===== src/rtl/axis_stream_arbiter.sv =====
// Round-robin burst arbiter that shares one downstream stream between K requesters.
// Each grant lasts a configurable number of beats, and its first beat is flagged on m_axis_tfirst.
module axis_stream_arbiter #(
  parameter int K = 4,
  parameter int W = 8
) (
  input  logic           clk,
  input  logic           rst,
  output logic [K-1:0]   s_axis_tnext,
  input  logic [K*W-1:0] s_axis_tdata,
  input  logic [K-1:0]   s_axis_tfirst,
  input  logic [K-1:0]   s_axis_tvalid,
  input  logic           m_axis_tnext,
  output logic [W-1:0]   m_axis_tdata,
  output logic           m_axis_tfirst,
  output logic           m_axis_tvalid,
  input  logic [15:0]    cfg_burst_len,
  output logic [K-1:0]   grant,
  output logic           busy,
  output logic [15:0]    beats_left
);

  localparam int IW = (K > 1) ? $clog2(K) : 1;
  localparam logic [K-1:0] ONE = K'(1);

  typedef enum logic {
    IDLE,
    XFER
  } state_t;

  state_t         state;
  state_t         state_nx;
  logic [K-1:0]   grant_nx;
  logic [15:0]    beats_nx;
  logic [IW-1:0]  rr;
  logic [IW-1:0]  rr_nx;
  logic           first_flag;
  logic           first_nx;
  logic [IW-1:0]  g;
  logic [IW-1:0]  win;
  logic           win_ok;
  logic           beat;
  int             idx;

  assign busy = (state == XFER);

  always_comb begin
    g = '0;
    for (int i = 0; i < K; i++)
      if (grant[i]) g = g | IW'(i);
  end

  always_comb begin
    m_axis_tdata = '0;
    for (int i = 0; i < K; i++)
      if (grant[i])
        m_axis_tdata = m_axis_tdata | s_axis_tdata[i*W +: W];
  end

  assign m_axis_tvalid = |(grant & s_axis_tvalid);
  assign s_axis_tnext  = grant & {K{m_axis_tnext}};
  assign m_axis_tfirst = busy & s_axis_tvalid[g]
                       & (first_flag | s_axis_tfirst[g]);
  assign beat = m_axis_tvalid & m_axis_tnext;

  // Scan far-to-near so the requester nearest rr+1 is the last to claim win.
  always_comb begin
    win    = '0;
    win_ok = 1'b0;
    idx    = 0;
    for (int off = K; off >= 1; off--) begin
      idx = (int'(rr) + off) % K;
      if (s_axis_tvalid[IW'(idx)]) begin
        win    = IW'(idx);
        win_ok = 1'b1;
      end
    end
  end

  always_comb begin
    state_nx = state;
    grant_nx = grant;
    beats_nx = beats_left;
    rr_nx    = rr;
    first_nx = first_flag;
    unique case (state)
      IDLE: begin
        if (win_ok) begin
          state_nx = XFER;
          grant_nx = ONE << win;
          beats_nx = (cfg_burst_len == 16'd0) ? 16'd1 : cfg_burst_len;
          first_nx = 1'b1;
        end
      end
      XFER: begin
        if (beat) begin
          first_nx = 1'b0;
          if (beats_left == 16'd1) begin
            state_nx = IDLE;
            grant_nx = '0;
            beats_nx = '0;
            rr_nx    = g;
          end else begin
            beats_nx = beats_left - 16'd1;
          end
        end
      end
      default: state_nx = IDLE;
    endcase
  end

  always_ff @(posedge clk or negedge rst) begin
    if (!rst) begin
      state      <= IDLE;
      grant      <= '0;
      beats_left <= '0;
      rr         <= IW'(K - 1);
      first_flag <= 1'b0;
    end else begin
      state      <= state_nx;
      grant      <= grant_nx;
      beats_left <= beats_nx;
      rr         <= rr_nx;
      first_flag <= first_nx;
    end
  end

endmodule


===== config.mk =====
export PLATFORM = sky130hd
export DESIGN_NAME = axis_stream_arbiter
export DESIGN_NICKNAME = d
export VERILOG_FILES = /design/src/rtl/axis_stream_arbiter.sv
export SDC_FILE = /design/constraint.sdc
export NUM_CORES = 1
export LEC_CHECK = 0
export CAP_MARGIN = 0
export CORE_MARGIN = 2
export CORE_UTILIZATION = 43
export CTS_CLUSTER_SIZE = 14
export DETAILED_ROUTE_END_ITERATION = 6
export PLACE_DENSITY_LB_ADDON = 0.15
export REMOVE_ABC_BUFFERS = 1
export SLEW_MARGIN = 20
export SYNTH_ARGS = -nofsm -noshare
export SYNTH_HDL_FRONTEND = slang
export SYNTH_SLANG_ARGS = --single-unit

===== constraint.sdc =====
create_clock -name clk -period 3.4 [get_ports clk]
set_input_delay 0.68 -clock clk [delete_from_list [all_inputs] [get_ports clk]]
set_output_delay 0.68 -clock clk [all_outputs]
set_load 0.03 [all_outputs]

==> metrics.md, run 1 <==
| Metric | Value |
|---|---|
| Final WL | `6250 um` |
| CTS tree | `yes` |
| RSZ-0062 raised after global routing | `false` |
| Period utilization | `around 90%` |
| Multi-input logic area | `0.00113 sq mm` |
| CP endpoint kind | `output port` |
| Clock latency at the later pin of the worst-skew pair | `270 ps` |
| Total power | `0.957 mW` |
| Vias | `2259` |
| Port bufs | `between 90 and 100` |
| Crit path launch | `s_axis_tvalid[3]` |
| Cell with the most instances on the worst path | `clkdlybuf4s50_1` |
| Unique masters post-synth | `49` |
| Post-Syn Area | `0.00183 sq mm` |
| Ys Warns | `0` |
| Maximum clock insertion buffer count | `2` |
| Commonest non-fill, non-tap cell in the layout | `clkdlybuf4s50_1` |
| Worst VDD drop | `roughly 0.00040 V` |
| Met1 global-route usage | `33.1%` |
| Worst path arrival time | `2470 ps` |
| H-tree depth | `1` |
| Grt total ovfl | `0` |
| CP required | `2720 ps` |
| Wirelength per Cell | `roughly 17 um` |
| Sw frac | `a little over a third` |
| Final HPWL DP | `4790 um` |
| Placer Congestion | `0.854` |
| Crit-path cells | `clkdlybuf4s50_1 -> o21ai_0 -> a22o_1 -> a21oi_1 -> clkdlybuf4s50_1` |
| Hold WS | `530 ps` |
| Hold Crit Class | `flop to flop` |
| Min-delay src | `rr[0]` |
| Share of layout cells above drive strength 1 | `6.85%` |
| P_leak | `1.12 nW` |
| Final setup TNS | `0 ps` |
| Final setup viols | `0` |
| Final WS setup | `between 200 and 300 ps` |
| Post-CTS Setup Bufs | `0` |
| Initial DRT Pass Iterations | `4` |
| CP top delay family | `buffers and inverters` |
| Slowest library cell on the worst path | `clkdlybuf4s50_1` |
| Worst-path maximum fanout | `7` |
| Met2 usage | `43.5%` |
| Hold Buf Count CTS | `0` |
| Syn_area_per_cell | `7.96 sq um` |
| Critical setup path kind | `input pin to output port` |
| Post-placement worst setup slack | `about 260 ps` |
| CTS Sinks | `24` |
| Max Cap Viol | `0` |
| Die ar. | `0.00479 sq mm` |
| Final net count | `383` |
| Vias in the first global route | `between 2000 and 2500` |
| Synth Flop Type | `dfrtp_1` |
| Vias per std cell | `6.09` |
| RR Startpoint | `beats_left[0]` |
| Die W | `69.2 um` |
| Placed cell areas | `between 0.002 and 0.003 sq mm` |
| Min cycle time layout | `3150 ps` |
| First-pass GRT wire length | `9990 um` |
| P&R area growth vs syn | `57.1%` |
| Asr flop ratio synth | `100%` |
| Row cnt | `23` |
| EDFF count, synth | `0` |
| Final Hold Viols | `0` |
| CP bufs+invs | `2` |
| Slew Limit Fails | `0` |
| Portion of netlist area occupied by mux cells | `0.547%` |
| Synth Register Bits | `24` |
| Sequential share of power | `37.2%` |
| Complex-gate fraction of the synthesized area | `32.2%` |
| Initial core utilization | `a little under half` |
| Slew @ Worst Pin | `796 ps` |
| Ports | `94` |
| Internal | `0.608 mW` |
| Logic gate share of total power | `42.2%` |
| Register area | `between 600 and 700 sq um` |
| Seq/Total Area, Yosys | `about a third` |
| Post-Synth Adder-Cell Area | `1.37%` |
| Max incr delay on CP | `680 ps` |
| Power Dens Cells | `around 330 mW/mm^2` |
| Syn Inst Count | `230` |
| Cell at the root of the clock tree | `clkbuf_8` |
| Worst-path clk slew | `80 ps` |
| 1st-iter DRT viols | `approximately 120` |
| CTS Buf Count | `3` |
| Fillcell total | `319` |
| Post-CTS sizing | `0` |
| Switching power of the nets | `about 0.35 mW` |
| Status | `finished clean` |
| Largest family of logic cells by synthesized area | `compound AO/OA/AOI/OAI gates` |
| Simple-gate share of the synthesized area | `27.2%` |
| Largest net degree at the start of global routing | `25` |
| Critical path startpoint category | `input pin` |
| Most frequent cells in the layout | `clkdlybuf4s50_1 (93), nand2_1 (29), dfrtp_1 (22), a22oi_1 (20)` |
| Final instance area | `0.00288 sq mm` |
| Core area | `roughly 0.0041 sq mm` |
| Diode count | `0` |
| Final Skew | `1.55 ps` |
| Initial antenna violation count | `0` |
| GR met3 Demand/Resource | `4.07%` |
| F_max | `318 MHz` |
| Clock power frac | `between 20 and 25%` |
| Xor/xnor share of the synthesized area | `less than 1%` |
| Tot GR Track Use | `~25%` |
| Slew headroom | `46.5%` |
| # DRC | `0` |
| Die Y | `69.2 um` |
| Global route hottest layer | `met2` |
| Antenna-violating nets left | `0` |
per-stage QoR:
step / cells / utilization (%)
2_1_floorplan: 217 / -
4_1_cts: 371 / 70.9
3_3_place_gp: 367 / 69.5
6_report: 371 / 70.9
5_1_grt: 371 / 70.9
3_5_place_dp: 367 / 69.5
final timing paths:
| path | end | slack, ps | cells after the start |
|---|---|---|---|
| max | m_axis_tfirst | 250 | 5 |
| min | rr[0] | 530 | 2 |
| max reg2reg | beats_left[14] | 910 | 7 |
| min reg2reg | rr[0] | 530 | 2 |
| max in group asynchronous | rr[1] | 2360 | 2 |
| min in group asynchronous | beats_left[4] | 750 | 2 |
kinds of logic (layout without fill, tap and decap cells):
kind of cell / after synthesis / count (layout)
and+or+nand+nor: 95 / 95
adders and majority gates: 2 / 2
AOI/OAI and AO/OA: 83 / 83
muxes: 1 / 1
DFF: 24 / 24
buffers and inverters: 24 / 115
xor gates and xnor gates: 1 / 1
worst min-delay path, stage by stage, from the launching register on:
cell and delay (ps):
dfstp_2 390, nor2_1 100, a21oi_1 50
routing by layer:
metal,up-vias,share of wire (%)
met5,-,0
met4,0,1.3
met3,7,8.2
met2,128,48
met1,1054,42
li1,1070,-
cell type report:
cell class	instances	area share (%)
Clock buffer	4	1.91
Tap cell	50	2.17
Timing Repair Buffer	100	34.2
Sequential cell	24	21.0
Multi-Input combinational cell	182	39.3
Inverter	11	1.44
cell usage after synthesis (2+ instances only):
library cell / n / area (sq um)
nand2_1: 29 / 109
dfrtp_1: 22 / 551
a22oi_1: 20 / 150
nor2_1: 17 / 63.8
o21ai_0: 17 / 85.1
inv_1: 11 / 41.3
nand3_1: 11 / 55.1
a21oi_1: 10 / 50.1
nor4_1: 9 / 56.3
clkbuf_1: 8 / 30.0
or4_1: 6 / 45.0
o22ai_1: 5 / 31.3
and2_1: 4 / 25.0
nand4_1: 4 / 25.0
a221o_1: 3 / 30.0
a22o_1: 3 / 26.3
buf_2: 3 / 15.0
nand2b_1: 3 / 18.8
o211ai_1: 3 / 22.5
a21boi_0: 2 / 15.0
a21o_1: 2 / 15.0
a32o_1: 2 / 20.0
a32oi_1: 2 / 17.5
and3_1: 2 / 12.5
clkbuf_2: 2 / 10.0
dfstp_2: 2 / 52.6
ha_1: 2 / 25.0
nor3_1: 2 / 10.0
o221ai_1: 2 / 17.5
o2bb2ai_1: 2 / 17.5
or2_2: 2 / 12.5
flip-flops by register name, indices dropped and copies added, names as in the netlist:
| register | flops |
|---|---|
| rr | 2 |
| first_flag | 1 |
| grant | 4 |
| beats_left | 16 |
| busy | 1 |
power by group through the flow:
stage                     registers [mW]  logic, mW  clock network [mW]
after global placement             0.360      0.398                   0
final                              0.356      0.404               0.198
after floorplan                    0.401      0.155                   0
after global routing               0.362      0.433               0.212
after detailed placement           0.361      0.404                   0
after CTS                          0.355      0.405               0.201
Note: power is estimated with default switching activity, not from simulation.
==> inputs of run 2 (changes only) <==
CAP_MARGIN = 20   (was 0)
==> results of run 2 <==
The final DEF is identical to that of run 1; final timing and power are the same.
==> inputs of run 3 (changes only) <==
CORE_ASPECT_RATIO = 1.2   (was default)
CORE_MARGIN = 5   (was 2)
GPL_ROUTABILITY_DRIVEN = 0   (was default)
==> run 3 against run 2 <==
Compared with the run above:
- count of clock-buffer cells in the layout unchanged
- register-to-register slack about the same
- cell area rose by 0.52%
- sequential share of layout area is 0.11 points lower
- fmax down 2.0%
- clock skew grew 4.2 ps
- via count increased by 1.8%
- combinational power is 1% higher
- global-route usage decreased by 2.4 points
- die area rose by 18%
- worst hold slack about the same
- largest cell class unchanged
- largest power group unchanged
==> metrics.md, run 3 (synthesis results as in run 1) <==
| Metric | Value |
|---|---|
| Cell at the root of the clock tree | `clkbuf_8 (unchanged)` |
| Final Hold Viols | `0 (unchanged)` |
| Largest register FFs | `16 (unchanged)` |
| Initial antenna violation count | `0 (unchanged)` |
| Final setup TNS | `0 ps (unchanged)` |
| Initial DRT Pass Iterations | `4 (unchanged)` |
| Most frequent cells in the layout | `clkdlybuf4s50_1 (93), nand2_1 (29), dfrtp_1 (22), a22oi_1 (20) (unchanged)` |
| Slowest library cell on the worst path | `clkdlybuf4s50_1 (unchanged)` |
| F_max | `311 MHz (was 318 MHz)` |
| CTS Buf Count | `3 (unchanged)` |
| Final setup viols | `0 (unchanged)` |
| Row cnt | `26 (was 23)` |
| Worst-path maximum fanout | `7 (unchanged)` |
| Worst VDD drop | `0.000356 V (was 0.000404 V)` |
| Die ar. | `0.00567 sq mm (was 0.00479 sq mm)` |
| Final Skew | `5.70 ps (was 1.55 ps)` |
| Min cycle time layout | `3210 ps (was 3150 ps)` |
| P&R area growth vs syn | `58.0% (was 57.1%)` |
| Final HPWL DP | `4890 um (was 4790 um)` |
| Status | `finished clean (unchanged)` |
| Power Dens Cells | `332 mW/mm^2 (was 333 mW/mm^2)` |
| Antenna-violating nets left | `0 (unchanged)` |
| CP required | `2720 ps (about the same)` |
| Max Cap Viol | `0 (unchanged)` |
| # DRC | `0 (unchanged)` |
| WL met1 | `2600 um (was 2630 um)` |
| Total power | `0.960 mW (was 0.957 mW)` |
| Post-CTS sizing | `0 (unchanged)` |
| CTS Sinks | `24 (unchanged)` |
| Crit-path cells | `clkdlybuf4s50_1 -> o21ai_0 -> a22o_1 -> a21oi_1 -> clkdlybuf4s50_1 (unchanged)` |
| Critical path startpoint category | `input pin (unchanged)` |
| Max incr delay on CP | `690 ps (was 680 ps)` |
| Hold Crit Class | `flop to flop (unchanged)` |
| Maximum clock insertion buffer count | `2 (unchanged)` |
| Slew @ Worst Pin | `666 ps (was 796 ps)` |
| 1st-iter DRT viols | `145 (was 123)` |
| Metal2 WL | `3160 um (was 3020 um)` |
| Diode count | `0 (unchanged)` |
| Vias in the first global route | `2234 (was 2041)` |
| Hold Buf Count CTS | `0 (unchanged)` |
| Vias | `2300 (was 2259)` |
| Fillcell total | `362 (was 319)` |
| Period utilization | `94.4% (was 92.5%)` |
| RSZ-0062 raised after global routing | `false (unchanged)` |
| Final WL | `6480 um (was 6250 um)` |
| Crit path launch | `s_axis_tvalid[3] (unchanged)` |
| Final net count | `384 (was 383)` |
| Min-delay src | `rr[0] (unchanged)` |
| Slew headroom | `55.6% (was 46.5%)` |
| Vias per std cell | `6.08 (was 6.09)` |
| Worst-path clk slew | `80 ps (about the same)` |
| Port bufs | `93 (unchanged)` |
| Die Y | `81.5 um (was 69.2 um)` |
| Post-CTS Setup Bufs | `0 (unchanged)` |
| Critical setup path kind | `input pin to output port (unchanged)` |
| Slew Limit Fails | `0 (unchanged)` |
| Commonest non-fill, non-tap cell in the layout | `clkdlybuf4s50_1 (unchanged)` |
| Tot GR Track Use | `23.1% (was 25.5%)` |
| H-tree depth | `1 (unchanged)` |
| CTS tree | `yes (unchanged)` |
| Ports | `94 (unchanged)` |
| Met3 wire len | `591 um (was 511 um)` |
| Largest net degree at the start of global routing | `25 (unchanged)` |
| Wirelength per Cell | `17.1 um (was 16.8 um)` |
| First-pass GRT wire length | `10700 um (was 9990 um)` |
| Cell with the most instances on the worst path | `clkdlybuf4s50_1 (unchanged)` |
| Initial core utilization | `43.6% (was 45.1%)` |
| CP endpoint kind | `output port (unchanged)` |
| Share of layout cells above drive strength 1 | `7.14% (was 6.85%)` |
| Reg with most FFs | `beats_left (unchanged)` |
| Grt total ovfl | `0 (unchanged)` |
| Die W | `69.6 um (was 69.2 um)` |
| Top Metal Used | `met4 (unchanged)` |
| Core area | `0.00420 sq mm (was 0.00406 sq mm)` |
| Clock latency at the later pin of the worst-skew pair | `270 ps (about the same)` |
| RR Startpoint | `beats_left[1] (was beats_left[0])` |
| Worst path arrival time | `2530 ps (was 2470 ps)` |
| Top Registers | `beats_left (16), grant (4), rr (2) (unchanged)` |
| P_leak | `1.12 nW (about the same)` |
-- run 3: cell types whose count changed in the layout (fill, tap and decap cells not counted), sizes merged --
| cell | change |
|---|---|
| buf | +1 |
-- run 3: worst max-delay path: cells and delay by family --
family          cells  cell delay (ps)
buf+inv             2             1270
compound gates      3              580
-- run 3: power breakdown --
part           leakage [nW]  switching, mW  internal (mW)
Sequential            0.264         0.0466          0.310
Clock                0.0288         0.0914          0.103
Combinational         0.831          0.215          0.194
Total                  1.12          0.353          0.607
-- run 3: worst paths after layout --
check	end	slack [ps]	cells after the start
max	m_axis_tfirst	190	5
min	rr[0]	530	2
max reg2reg	beats_left[12]	910	6
min reg2reg	rr[0]	530	2
max in group asynchronous	rr[0]	2350	2
min in group asynchronous	beats_left[6]	760	2
-- run 3: through the flow --
stage	utilization (%)	instance area [sq um]	std cells	setup WS, ps	hold slack [ps]
6_report	68.9	2890	378	189	531
5_1_grt	68.9	2890	378	53.9	578
4_1_cts	68.9	2890	378	208	532
3_5_place_dp	67.6	2840	374	215	519
3_3_place_gp	67.6	2840	374	284	510
2_1_floorplan	-	1780	217	963	384
-- run 3: layout make-up --
class / instances / area (sq um) / area share (%)
flip-flops and latches: 24 / 603 / 20.9
multi-input cells: 182 / 1130 / 39.1
inverters: 11 / 41.3 / 1.43
well taps: 56 / 70.1 / 2.42
repair buffers: 101 / 991 / 34.3
clock buffers: 4 / 55.1 / 1.90
-- run 3: metal layers --
layer / up-vias / global-route usage (%)
met5: - / 0
met1: 1076 / 27.3
met2: 137 / 41.3
li1: 1075 / -
met4: 0 / 9.96
met3: 12 / 4.16
